$ cat config.mk
export PLATFORM = sky130hd
export DESIGN_NAME = gsensor_spi_responder
export DESIGN_NICKNAME = d
export VERILOG_FILES = /design/src/rtl/gsensor_spi_responder.sv
export SDC_FILE = /design/constraint.sdc
export NUM_CORES = 1
export LEC_CHECK = 0
export CORE_AREA = 2 2 131 133
export DETAILED_ROUTE_END_ITERATION = 7
export DIE_AREA = 0 0 133 135
export SLEW_MARGIN = 5
export SYNTH_ARGS = -nofsm -noshare
export SYNTH_HDL_FRONTEND = slang
export SYNTH_SLANG_ARGS = --single-unit
$ cat constraint.sdc
create_clock -name clk -period 3 [get_ports clk]
set_clock_uncertainty 0.05 [all_clocks]
set_input_delay 0.6 -clock clk [delete_from_list [all_inputs] [get_ports clk]]
set_output_delay 0.6 -clock clk [all_outputs]
set_load 0.01 [all_outputs]
$ cat src/rtl/gsensor_spi_responder.sv
`default_nettype none
// ============================================================================
// Module   : gsensor_spi_responder
// Purpose  : SPI mode-3 target emulating the ADXL345 register subset used by
//            the DE10-Lite accelerometer path. Serves X/Y/Z samples from
//            parallel inputs through a coherent shadow and raises DATA_READY.
//            All logic runs in the clk domain by oversampling the SPI pins.
// Optional : define GSENSOR_RESP_INT_EN to enable INT_ENABLE, INT_SOURCE and
//            the INT1 (interrupt[1]) output; otherwise interrupt is 2'b00.
// Ports    : clk, reset_n (async, active low)
//            SPI_CLK, SPI_CSN, SPI_SDI  - SPI pins from the master
//            SPI_SDO, SPI_SDO_OE        - MISO data and its output enable
//            sample_x/y/z, sample_valid - new sample set (16-bit 2's compl.)
//            interrupt[2:1]             - bit1 DATA_READY, bit2 held 0
// Revision : 1.0 - initial release
// ============================================================================
module gsensor_spi_responder #(
    parameter logic [7:0] DEVID       = 8'hE5,
    parameter int         SYNC_STAGES = 2
) (
    input  logic        clk,
    input  logic        reset_n,
    input  logic        SPI_CLK,
    input  logic        SPI_CSN,
    input  logic        SPI_SDI,
    output logic        SPI_SDO,
    output logic        SPI_SDO_OE,
    input  logic [15:0] sample_x,
    input  logic [15:0] sample_y,
    input  logic [15:0] sample_z,
    input  logic        sample_valid,
    output logic [2:1]  interrupt
);

    typedef enum logic [1:0] {
        S_IDLE = 2'd0,
        S_CMD  = 2'd1,
        S_RD   = 2'd2,
        S_WR   = 2'd3
    } state_t;

    // ------------------------------------------------------------------
    // Pin synchronizers and edge detection
    // ------------------------------------------------------------------
    logic [SYNC_STAGES-1:0] sclk_sync_q;
    logic [SYNC_STAGES-1:0] csn_sync_q;
    logic [SYNC_STAGES-1:0] sdi_sync_q;
    logic                   sclk_prev_q;
    logic                   csn_prev_q;

    // CSN synchronizer resets to "selected" so a CSN already low when reset
    // releases never looks like a falling edge: a fresh select is required.
    always_ff @(posedge clk or negedge reset_n) begin
        if (!reset_n) begin
            sclk_sync_q <= '1;
            csn_sync_q  <= '0;
            sdi_sync_q  <= '0;
            sclk_prev_q <= 1'b1;
            csn_prev_q  <= 1'b0;
        end else begin
            sclk_sync_q <= {sclk_sync_q[SYNC_STAGES-2:0], SPI_CLK};
            csn_sync_q  <= {csn_sync_q[SYNC_STAGES-2:0], SPI_CSN};
            sdi_sync_q  <= {sdi_sync_q[SYNC_STAGES-2:0], SPI_SDI};
            sclk_prev_q <= sclk_sync_q[SYNC_STAGES-1];
            csn_prev_q  <= csn_sync_q[SYNC_STAGES-1];
        end
    end

    logic sclk_s, csn_s, sdi_s;
    logic sclk_rise, sclk_fall, csn_rise, csn_fall;

    assign sclk_s    = sclk_sync_q[SYNC_STAGES-1];
    assign csn_s     = csn_sync_q[SYNC_STAGES-1];
    assign sdi_s     = sdi_sync_q[SYNC_STAGES-1];
    assign sclk_rise = sclk_s & ~sclk_prev_q;
    assign sclk_fall = ~sclk_s & sclk_prev_q;
    assign csn_rise  = csn_s & ~csn_prev_q;
    assign csn_fall  = ~csn_s & csn_prev_q;

    // ------------------------------------------------------------------
    // Transaction state
    // ------------------------------------------------------------------
    state_t     state_q;
    logic [2:0] bit_cnt_q;
    logic [7:0] shift_in_q;
    logic [7:0] sdo_sh_q;
    logic       sdo_q;
    logic       oe_q;
    logic       mb_q;
    logic [5:0] addr_q;

    logic [7:0] shift_next;
    logic [7:0] rd_data;

    assign shift_next = {shift_in_q[6:0], sdi_s};

    always_ff @(posedge clk or negedge reset_n) begin
        if (!reset_n) begin
            state_q    <= S_IDLE;
            bit_cnt_q  <= 3'd0;
            shift_in_q <= 8'h00;
            sdo_sh_q   <= 8'h00;
            sdo_q      <= 1'b0;
            oe_q       <= 1'b0;
            mb_q       <= 1'b0;
            addr_q     <= 6'h00;
        end else if (csn_s) begin
            // Deselect aborts everything; a partial byte is simply dropped.
            state_q   <= S_IDLE;
            bit_cnt_q <= 3'd0;
            sdo_q     <= 1'b0;
            oe_q      <= 1'b0;
        end else begin
            case (state_q)
                S_IDLE: begin
                    if (csn_fall) begin
                        state_q   <= S_CMD;
                        bit_cnt_q <= 3'd0;
                    end
                end
                S_CMD: begin
                    if (sclk_rise) begin
                        shift_in_q <= shift_next;
                        bit_cnt_q  <= bit_cnt_q + 3'd1;
                        if (bit_cnt_q == 3'd7) begin
                            mb_q    <= shift_next[6];
                            addr_q  <= shift_next[5:0];
                            state_q <= shift_next[7] ? S_RD : S_WR;
                        end
                    end
                end
                S_RD: begin
                    if (sclk_fall) begin
                        // First fall of a byte fetches the register and
                        // presents its MSB; later falls shift the rest out.
                        if (bit_cnt_q == 3'd0) begin
                            sdo_q    <= rd_data[7];
                            sdo_sh_q <= {rd_data[6:0], 1'b0};
                            oe_q     <= 1'b1;
                        end else begin
                            sdo_q    <= sdo_sh_q[7];
                            sdo_sh_q <= {sdo_sh_q[6:0], 1'b0};
                        end
                    end else if (sclk_rise) begin
                        bit_cnt_q <= bit_cnt_q + 3'd1;
                        if ((bit_cnt_q == 3'd7) && mb_q) begin
                            addr_q <= addr_q + 6'd1;
                        end
                    end
                end
                S_WR: begin
                    if (sclk_rise) begin
                        shift_in_q <= shift_next;
                        bit_cnt_q  <= bit_cnt_q + 3'd1;
                        if ((bit_cnt_q == 3'd7) && mb_q) begin
                            addr_q <= addr_q + 6'd1;
                        end
                    end
                end
                default: state_q <= S_IDLE;
            endcase
        end
    end

    assign SPI_SDO    = sdo_q;
    assign SPI_SDO_OE = oe_q;

    // ------------------------------------------------------------------
    // Register file
    // ------------------------------------------------------------------
    logic [7:0] bw_rate_q;
    logic [7:0] power_ctl_q;
    logic [7:0] data_format_q;
    logic       wr_en;

    // Write uses the address before any multi-byte increment.
    assign wr_en = (state_q == S_WR) && sclk_rise && (bit_cnt_q == 3'd7) && !csn_s;

    always_ff @(posedge clk or negedge reset_n) begin
        if (!reset_n) begin
            bw_rate_q     <= 8'h0A;
            power_ctl_q   <= 8'h00;
            data_format_q <= 8'h00;
        end else if (wr_en) begin
            case (addr_q)
                6'h2C:   bw_rate_q     <= shift_next;
                6'h2D:   power_ctl_q   <= shift_next;
                6'h31:   data_format_q <= shift_next;
                default: ;
            endcase
        end
    end

`ifdef GSENSOR_RESP_INT_EN
    logic [7:0] int_enable_q;

    always_ff @(posedge clk or negedge reset_n) begin
        if (!reset_n) begin
            int_enable_q <= 8'h00;
        end else if (wr_en && (addr_q == 6'h2E)) begin
            int_enable_q <= shift_next;
        end
    end
`endif

    // ------------------------------------------------------------------
    // Sample shadow, pending sample and DATA_READY
    // ------------------------------------------------------------------
    logic [47:0] shadow_q, shadow_d;
    logic [47:0] pend_q, pend_d;
    logic        pending_q, pending_d;
    logic        dr_q, dr_d;
    logic        touched_q, touched_d;
    logic        sv_meas;
    logic        addr_is_data;
    logic        rd_load;

    assign sv_meas      = sample_valid & power_ctl_q[3];
    assign addr_is_data = (addr_q >= 6'h32) && (addr_q <= 6'h37);
    assign rd_load      = (state_q == S_RD) && sclk_fall && (bit_cnt_q == 3'd0) && !csn_s;

    always_comb begin
        shadow_d  = shadow_q;
        pend_d    = pend_q;
        pending_d = pending_q;
        dr_d      = dr_q;
        touched_d = touched_q;
        if (csn_rise) begin
            // End of transaction: deliver any held sample. A new load sets
            // DATA_READY, which takes precedence over the read-clear.
            touched_d = 1'b0;
            pending_d = 1'b0;
            if (sv_meas) begin
                shadow_d = {sample_z, sample_y, sample_x};
                dr_d     = 1'b1;
            end else if (pending_q) begin
                shadow_d = pend_q;
                dr_d     = 1'b1;
            end else if (touched_q) begin
                dr_d     = 1'b0;
            end
        end else begin
            if (rd_load && addr_is_data) begin
                touched_d = 1'b1;
            end
            if (sv_meas) begin
                // Keep a multi-byte data read coherent: defer the update.
                if (touched_q) begin
                    pend_d    = {sample_z, sample_y, sample_x};
                    pending_d = 1'b1;
                end else begin
                    shadow_d = {sample_z, sample_y, sample_x};
                    dr_d     = 1'b1;
                end
            end
        end
    end

    always_ff @(posedge clk or negedge reset_n) begin
        if (!reset_n) begin
            shadow_q  <= 48'h0;
            pend_q    <= 48'h0;
            pending_q <= 1'b0;
            dr_q      <= 1'b0;
            touched_q <= 1'b0;
        end else begin
            shadow_q  <= shadow_d;
            pend_q    <= pend_d;
            pending_q <= pending_d;
            dr_q      <= dr_d;
            touched_q <= touched_d;
        end
    end

    // ------------------------------------------------------------------
    // Read mux
    // ------------------------------------------------------------------
    always_comb begin
        rd_data = 8'h00;
        case (addr_q)
            6'h00: rd_data = DEVID;
            6'h2C: rd_data = bw_rate_q;
            6'h2D: rd_data = power_ctl_q;
`ifdef GSENSOR_RESP_INT_EN
            6'h2E: rd_data = int_enable_q;
            6'h30: rd_data = {dr_q, 7'b0};
`endif
            6'h31: rd_data = data_format_q;
            6'h32: rd_data = shadow_q[7:0];
            6'h33: rd_data = shadow_q[15:8];
            6'h34: rd_data = shadow_q[23:16];
            6'h35: rd_data = shadow_q[31:24];
            6'h36: rd_data = shadow_q[39:32];
            6'h37: rd_data = shadow_q[47:40];
            default: rd_data = 8'h00;
        endcase
    end

    // ------------------------------------------------------------------
    // Interrupt
    // ------------------------------------------------------------------
`ifdef GSENSOR_RESP_INT_EN
    logic int1_q;

    always_ff @(posedge clk or negedge reset_n) begin
        if (!reset_n) begin
            int1_q <= 1'b0;
        end else begin
            int1_q <= dr_q & int_enable_q[7] & power_ctl_q[3];
        end
    end

    assign interrupt = {1'b0, int1_q};
`else
    assign interrupt = 2'b00;
`endif

endmodule
`default_nettype wire

-- After elaboration in Yosys (flattened, before gate mapping)
Cells that the tools add are included.
W data, S select, Z words.
- register bits: 159
- output and inout bits: 4
- logic and storage cells: 129
- add/sub/neg operators: 2
- magnitude comparators: 2
- equal/unequal tests: 21
- mux-type cells: 37
- bitwise gates (word level): 10
- reductions and logical operators: 37
- operator list (operator ; number):
    $mux W48 ; 5
    $pmux W8 S10 ; 1
    $eq A6 B6 Y1 const B ; 9
    $mux W6 ; 5
    $pmux W6 S3 ; 1
    $reduce_and A3 Y1 ; 5
    $mux W1 ; 14
    $reduce_bool A2 Y1 ; 7
    $mux W3 ; 4
    $ne A3 B3 Y1 const B ; 4
    $reduce_and A2 Y1 ; 6
    $logic_and A1 B1 Y1 ; 9
    $pmux W3 S3 ; 1
    $mux W2 ; 4
    $mux W8 ; 1
    $ne A2 B2 Y1 const B ; 4
    $reduce_and A4 Y1 ; 2
    $add A6 B1 Y6 const B ; 1
    $ge A6 B6 Y1 const B ; 1
    $le A6 B6 Y1 const B ; 1
    $logic_not A6 Y1 ; 1
    $reduce_bool A3 Y1 ; 2
    $and A1 B1 Y1 ; 5
    $not A1 Y1 ; 5
    10 further kinds ; 11

-- Depth between registers and ports, before layout
Gate-level depths: netlist (run 1).
- word-level depth: 8
- mapped depth: 8

-- Worst setup path before layout (run 1)
Ideal clock, no wire load.
- path kind: flip-flop to flip-flop
- start: reg addr_q[0]
- end: reg sdo_sh_q[4]
- library setup time: 0.080 ns
- arrival time: 1.875 ns
- required time: 2.870 ns
- setup slack: 0.995 ns
- stages on the path, launching flop included: 8
- buffers on the path: 0
- clock period less this slack: 2.005 ns
- path through: dfrtp_1 > inv_1 > ha_1 > or4b_4 > a21oi_2 > a221oi_1 > or3_4 > o22ai_2
- word-level cells in the longest chain between the ends: 3
- elaborated cells between the ends (all ways): 12
- RTL lines (element ; line ; source):
    start, declared ; 90 ; logic [5:0] addr_q;
    start signal, assigned ; 127 ; addr_q <= shift_next[5:0];
    start signal, assigned ; 147 ; addr_q <= addr_q + 6'd1;
    start signal, assigned ; 156 ; addr_q <= addr_q + 6'd1;
    $eq A6 B6 Y1 / $logic_not A6 Y1 (equally long branches) ; 280 ; case (addr_q)
    $pmux W8 S10 (*) ; 280 ;
    $mux W8 (*) ; 136 ; if (bit_cnt_q == 3'd0) begin
    end signal, assigned ; 138 ; sdo_sh_q <= {rd_data[6:0], 1'b0};
    end signal, assigned ; 142 ; sdo_sh_q <= {sdo_sh_q[6:0], 1'b0};
    end, declared ; 86 ; logic [7:0] sdo_sh_q;
Every way passes the cells marked *; elsewhere a longest branch is shown, timed or not.
A chain may end at the register's enable or synchronous reset.

-- Worst setup path after layout (run 1)
- start: reg addr_q[1]
- end: reg data_format_q[1]
- word-level cells in the longest chain between the ends: 2
- RTL lines (element ; line ; source):
    $eq A6 B6 Y1 ; 185 ; case (addr_q)
    $reduce_and A2 Y1 (no source line) ; - ;
    end signal, assigned ; 188 ; 6'h31: data_format_q <= shift_next;
    end, declared ; 173 ; logic [7:0] data_format_q;
Every way passes these cells.

==> results of run 1 <==
-- registers in the layout (all words and copies together), names as in the netlist, 2 cells and up --
register and count:
bit_cnt_q 3, sclk_sync_q 2, sdi_sync_q 2, sdo_sh_q 7, bw_rate_q 8, shadow_q 48
power_ctl_q 8, data_format_q 8, shift_in_q 7, state_q 2, csn_sync_q 2, addr_q 6
pend_q 48
-- stage by stage --
step,utilization (%),power [uW],cells,worst slack (ns)
2_1_floorplan,-,2594,623,0.9952
3_3_place_gp,49.89,2822,885,0.6047
3_5_place_dp,49.89,2838,885,0.5628
4_1_cts,53.86,5225,917,0.5307
5_1_grt,53.86,5386,917,0.4070
6_report,53.86,5162,917,0.5327
-- cells in the final DEF (no fill, tap or decap), drive strengths merged, types with 3 or more instances in the layout --
master / n
a21oi: 70
a221oi: 5
a222oi: 6
a22oi: 16
a31oi: 6
and3: 9
buf: 26
bufinv: 4
clkbuf: 19
clkdlybuf4s50: 54
dfrtp: 153
dfstp: 5
ha: 7
inv: 13
mux2: 82
mux2i: 50
nand2: 14
nand2b: 8
nand3: 6
nand3b: 4
nand4: 5
nor2: 71
nor3: 9
o21ai: 14
o22a: 3
or3: 7
or3b: 3
-- cell families (layout without fill, tap and decap cells) --
logic type / count (synthesis) / after routing
other: 1 / 2
flip-flops: 158 / 158
multiplexers: 132 / 132
buffers and inverters: 45 / 119
AND/OR/NAND/NOR: 149 / 149
adder cells (fa/ha/maj): 7 / 7
AO/OA/AOI/OAI: 130 / 130
-- layer usage --
metal  routed length [um]  vias up  share of wire (%)  GRT usage (%)
li1                     -     2391                  -              -
met1                 8039     2546                 46          29.15
met2                 8275      129                 47          32.67
met3                  896       19                5.1          4.429
met4                  276        0                1.6          5.496
met5                    0        -                  0              0
-- cell type report --
| cell class | count | area, sq um | share of cell area (%) |
|---|---|---|---|
| Sequential cell | 158 | 3960 | 44.81 |
| Clock inverter | 13 | 198.9 | 2.251 |
| Tap cell | 220 | 275.3 | 3.115 |
| Clock buffer | 19 | 452.9 | 5.125 |
| Inverter | 7 | 26.28 | 0.2973 |
| Multi-Input combinational cell | 420 | 3122 | 35.32 |
| Timing Repair Buffer | 80 | 802.0 | 9.075 |
-- power breakdown --
group	internal [uW]	switching [uW]
combinational	187	179
sequential	2280	149
clock	1460	906
total	3930	1240
-- how the worst max path moves through the flow --
stage / startpoint / slack [ns] / end
3_3_place_gp: addr_q[1] / 0.60 / data_format_q[4]
6_report: addr_q[1] / 0.53 / data_format_q[1]
5_1_grt: addr_q[1] / 0.41 / data_format_q[4]
3_5_place_dp: addr_q[1] / 0.56 / data_format_q[4]
2_1_floorplan: addr_q[0] / 1.0 / sdo_sh_q[4]
4_1_cts: addr_q[1] / 0.53 / data_format_q[6]
==> flow_summary.yaml, run 1 <==
grt:
  grt_start_max_net_pins: 59
  antenna_found_initial: 0
  track_usage_pct: 20.69
  grt_pass1_wl_um: 28810
  grt_pass1_vias: 5257
  overflow: 0
layout:
  nets: 745
  final_area_sq_um: 8837
  diodes: 0
  n_fill_cell: 1410
  drive_gt1_share_pct: 23.10
  syn_to_final_growth_pct: 21.65
floorplanning:
  num_io_pins: 58
  die_w_um: 133
  core_sq_um: 16410
  die-height_um: 135
  die_area_sq_um: 17960
  row_count: 47
  start_util_pct: 44.28
power:
  vdd.ir_drop.worst_mv: 0.4416
  powerDensity_nw_per_um2: 584.1
  p_leak_uw: 0.004148
worst_setup_path:
  cp-end-kind: "flip-flop"
  crit_cells: 7
  crit_family: "simple AND/OR/NAND/NOR gates"
  cp_num_buf_inv: 2
  crit_type: "flip-flop to flip-flop"
  timing.rr.start: "addr_q[1]"
  cpPeakStageDelay_ns: 0.49
  start_kind: "flip-flop"
  crit_arrival_ns: 2.72
  critPathMaxFanout: 7
  reg2reg_slack_ns: 0.53
  reg2reg_depth: 7
  critical_path.cell_chain: "inv_1 > ha_1 > nand3_1 > nor3_2 > nor2b_1 > buf_4 > mux2_2"
  crit_slowest_cell: "nor3_2"
  r2r-end: "data_format_q[1]"
  cp_data_required_time_ns: 3.26
sta:
  worst_slew_pin_slew_ns: 0.6970
  slew_viol_final: 0
  rsz0062_at_grt: "false"
  fin_tns_setup_ns: 0
  hold_viol: 0
  timing.final.crit_share_pct: 82.24
  period_needed_ns: 2.467
  hold_ws_ns: 0.1290
  max_freq_ghz: 0.4053
  finalSetupViolCount: 0
  max_slew_margin_pct: 53.53
synthesis:
  yosys-top-cells-area: "dfrtp_1 53%, mux2_2 13%, mux2i_1 6.9%, a21oi_1 4.8%, nor2_1 3.6%"
  ys_types: 53
  synthArstFlopShare_pct: 100.0
  muxShareOfSynthArea_pct: 19.60
  synth_top_family_by_area: "multiplexers"
  synth.avg_cell_area_sq_um: 11.68
  synth_compound_area_share_pct: 10.97
  yosys.area_share.adder_pct: 1.206
  ys_seq_area_share_pct: 54.51
  synthSimpleGateAreaFrac_pct: 10.87
  synth_top_area_share_pct: 52.70
  yosys.area.top_type: "dfrtp_1"
  ys.flop_type: "dfrtp_1"
  yosys_warnings: 0
  syn_inst: 622
  yosysMostFrequentCell: "dfrtp_1"
  synth_xor_xnor_area_share_pct: 0
  synthTopCellsByCount: "153 x dfrtp_1, 82 x mux2_2, 70 x nor2_1, 69 x a21oi_1, 50 x mux2i_1"
  yosys_register_bits: 158
  synth_edf_count: 0
  synth.cell_area_sq_um: 7264
routing:
  post_drt_wl_per_cell_um: 19.07
  antenna_left: 0
  drtIter0Drc: 411
  drc: 0
  routed_wl_um: 17490
  first_pass_iters: 5
  vias_per_cell: 5.545
  num_vias: 5085
clock_network:
  htreeDepth: 4
  cts_tree: "done"
  clock_latency_ns: 0.43
  postCtsSetupBuffers: 0
  cts_resized: 0
  clk_pin_slew_ns: 0.07
  cts_root_buffer: "clkbuf_16"
  cts_hold_buf: 0
  cts_buffer_depth: 2
  cts_sinks: 158
  numCtsBuffers: 17
place:
  portBuffers: 55
  gp_congestion: 0.9006
  dpl_cell_area_sq_um: 8185
  dpl.hpwl_um: 12530
job:
  max_cap_viol_count: 0
run_status:
  outcome: "finished, final reports clean"
min_path:
  hp-class: "primary input to async pin"
(Power assumes the default switching activity.)
==> inputs of run 2 (changes only) <==
- PLACE_DENSITY: not set -> 0.65
- clock period: 3 -> 2.16 ns (I/O delays scaled with it)
==> flow_summary.yaml, run 2 (same netlist as run 1, synthesis figures left out) <==
clock_network:
  numCtsBuffers: 17
  cts_root_buffer: "clkbuf_16"
  cts_tree: "done"
  cts_buffer_depth: 2
  clock_latency_ns: 0.42
  htreeDepth: 4
  cts_sinks: 158
  clk_pin_slew_ns: 0.06
worst_setup_path:
  r2r-end: "sdo_sh_q[7]"
  start_kind: "flip-flop"
  crit_type: "flip-flop to flip-flop"
  reg2reg_depth: 8
  crit_arrival_ns: 2.32
  reg2reg_slack_ns: 0.08
  critPathMaxFanout: 4
  cp-end-kind: "flip-flop"
  cp_data_required_time_ns: 2.41
  timing.rr.start: "addr_q[0]"
routing:
  num_vias: 5144
  routed_wl_um: 17590
  route.met3.wl_um: 888
  drt-met1-wl_um: 7665
  vias_per_cell: 5.507
  antenna_left: 0
  post_drt_wl_per_cell_um: 18.83
  topRoutingLayerUsed: "met4"
  first_pass_iters: 8
  dr_wl_met2_um: 8711
  drc: 2
  drtIter0Drc: 484
layout:
  most-common-layout-cells: "152 x dfrtp_1, 82 x mux2_2, 69 x a21oi_1, 69 x nor2_1, 54 x clkdlybuf4s50_1"
  drive_gt1_share_pct: 25.63
  layout_commonest_cell: "dfrtp_1"
  syn_to_final_growth_pct: 23.46
  largestRegisters: "pend_q: 48 flops, shadow_q: 48 flops"
  nets: 762
  fin_cells: 934
  diodes: 0
run_status:
  outcome: "finished, violations left"
  violations: "DRC"
floorplanning:
  row_count: 47
  die_area_sq_um: 17960
  die_w_um: 133
  die-height_um: 135
  start_util_pct: 44.28
  num_io_pins: 58
  core_sq_um: 16410
min_path:
  hold_start: "csn_sync_q[0]"
  hp-class: "flip-flop to flip-flop"
  hold_end: "csn_sync_q[1]"
  hold_depth: 0
power:
  vdd.ir_drop.worst_mv: 0.5502
  powerDensity_nw_per_um2: 782.9
  p_leak_uw: 0.004223
grt:
  grt_pass1_vias: 5394
  track_usage_pct: 20.96
  overflow: 0
  antenna_found_initial: 0
  grt_pass1_wl_um: 28970
  grt_start_max_net_pins: 77
place:
  place_inst: 899
  gp_congestion: 0.9170
  portBuffers: 55
  dpl.hpwl_um: 12940
job:
  max_cap_viol_count: 0
sta:
  slew_viol_final: 0
  rsz0062_at_grt: "true"
  finalSetupViolCount: 0
  period_needed_ns: 2.076
  hold_viol: 0
  timing.final.crit_share_pct: 96.13
  max_freq_ghz: 0.4816
  fin_tns_setup_ns: 0
## run 2: cell types whose count changed in the layout (fill, tap and decap cells not counted), moves of 2 or more
cell	previous run	this run
buf_4	20	36
inv_6	5	2
inv_2	0	2
clkinv_4	1	4
inv_1	7	5
## run 2: through the flow
step	power (uW)	util, %	hold WS (ns)	setup slack (ns)	cell area, sq um
global route	7326	54.66	0.3071	-0.02448	8969
detailed placement	3945	50.53	0.2897	0.008820	8290
finish	7021	54.66	0.3003	0.08366	8969
global placement	3931	50.53	0.2836	0.05863	8290
floorplan	3602	-	0.08641	0.1552	7268
CTS	7104	54.40	0.3033	-0.001969	8926
## run 2: worst max-delay path, stage by stage (launching register included)
cell and delay (ns):
dfrtp_1 0.39, buf_4 0.15, ha_1 0.24, nand4_1 0.21, nor2_1 0.12, buf_4 0.17, a222oi_1 0.35, and3_1 0.21
a31oi_1 0.07
## run 2: layer usage
layer / vias up / GRT usage [%]
li1: 2414 / -
met1: 2561 / 27.49
met2: 145 / 34.89
met3: 24 / 4.279
met4: 0 / 7.228
met5: - / 0
## run 2: layout make-up
| class | count | area [sq um] |
|---|---|---|
| Clock buffer | 21 | 470.5 |
| Tap cell | 220 | 275.3 |
| Inverter | 7 | 26.28 |
| Sequential cell | 158 | 3961 |
| Timing Repair Buffer | 97 | 932.1 |
| Multi-Input combinational cell | 420 | 3148 |
| Clock inverter | 11 | 155.1 |
| Fill cell | 1388 | 7438 |
## run 2: report_power, final
| group | switching, uW | internal [uW] | leakage [uW] |
|---|---|---|---|
| clock | 1210 | 1920 | 0.000304 |
| combinational | 252 | 268 | 0.00185 |
| sequential | 202 | 3170 | 0.00207 |
## run 2: worst max-delay path by stage
| stage | from | to | slack, ns | cells after the start |
|---|---|---|---|---|
| after global placement | addr_q[1] | SPI_SDO | 0.06 | 7 |
| after CTS | addr_q[1] | SPI_SDO | -0.002 | 7 |
| after floorplan | addr_q[0] | sdo_sh_q[4] | 0.16 | 7 |
| after detailed placement | addr_q[1] | SPI_SDO | 0.009 | 7 |
| final | addr_q[0] | sdo_sh_q[7] | 0.08 | 8 |
| after global routing | addr_q[0] | sdo_sh_q[6] | -0.02 | 8 |
## run 2: what timing repair did
action | in CTS | in global routing
buffers inserted | 0 | 2
pin swaps | 0 | 1
gates resized for setup | 0 | 8
endpoints found under the setup margin | 1 | 14
hold buffers | 1 | 0
endpoints found under the hold margin | 42 | 0
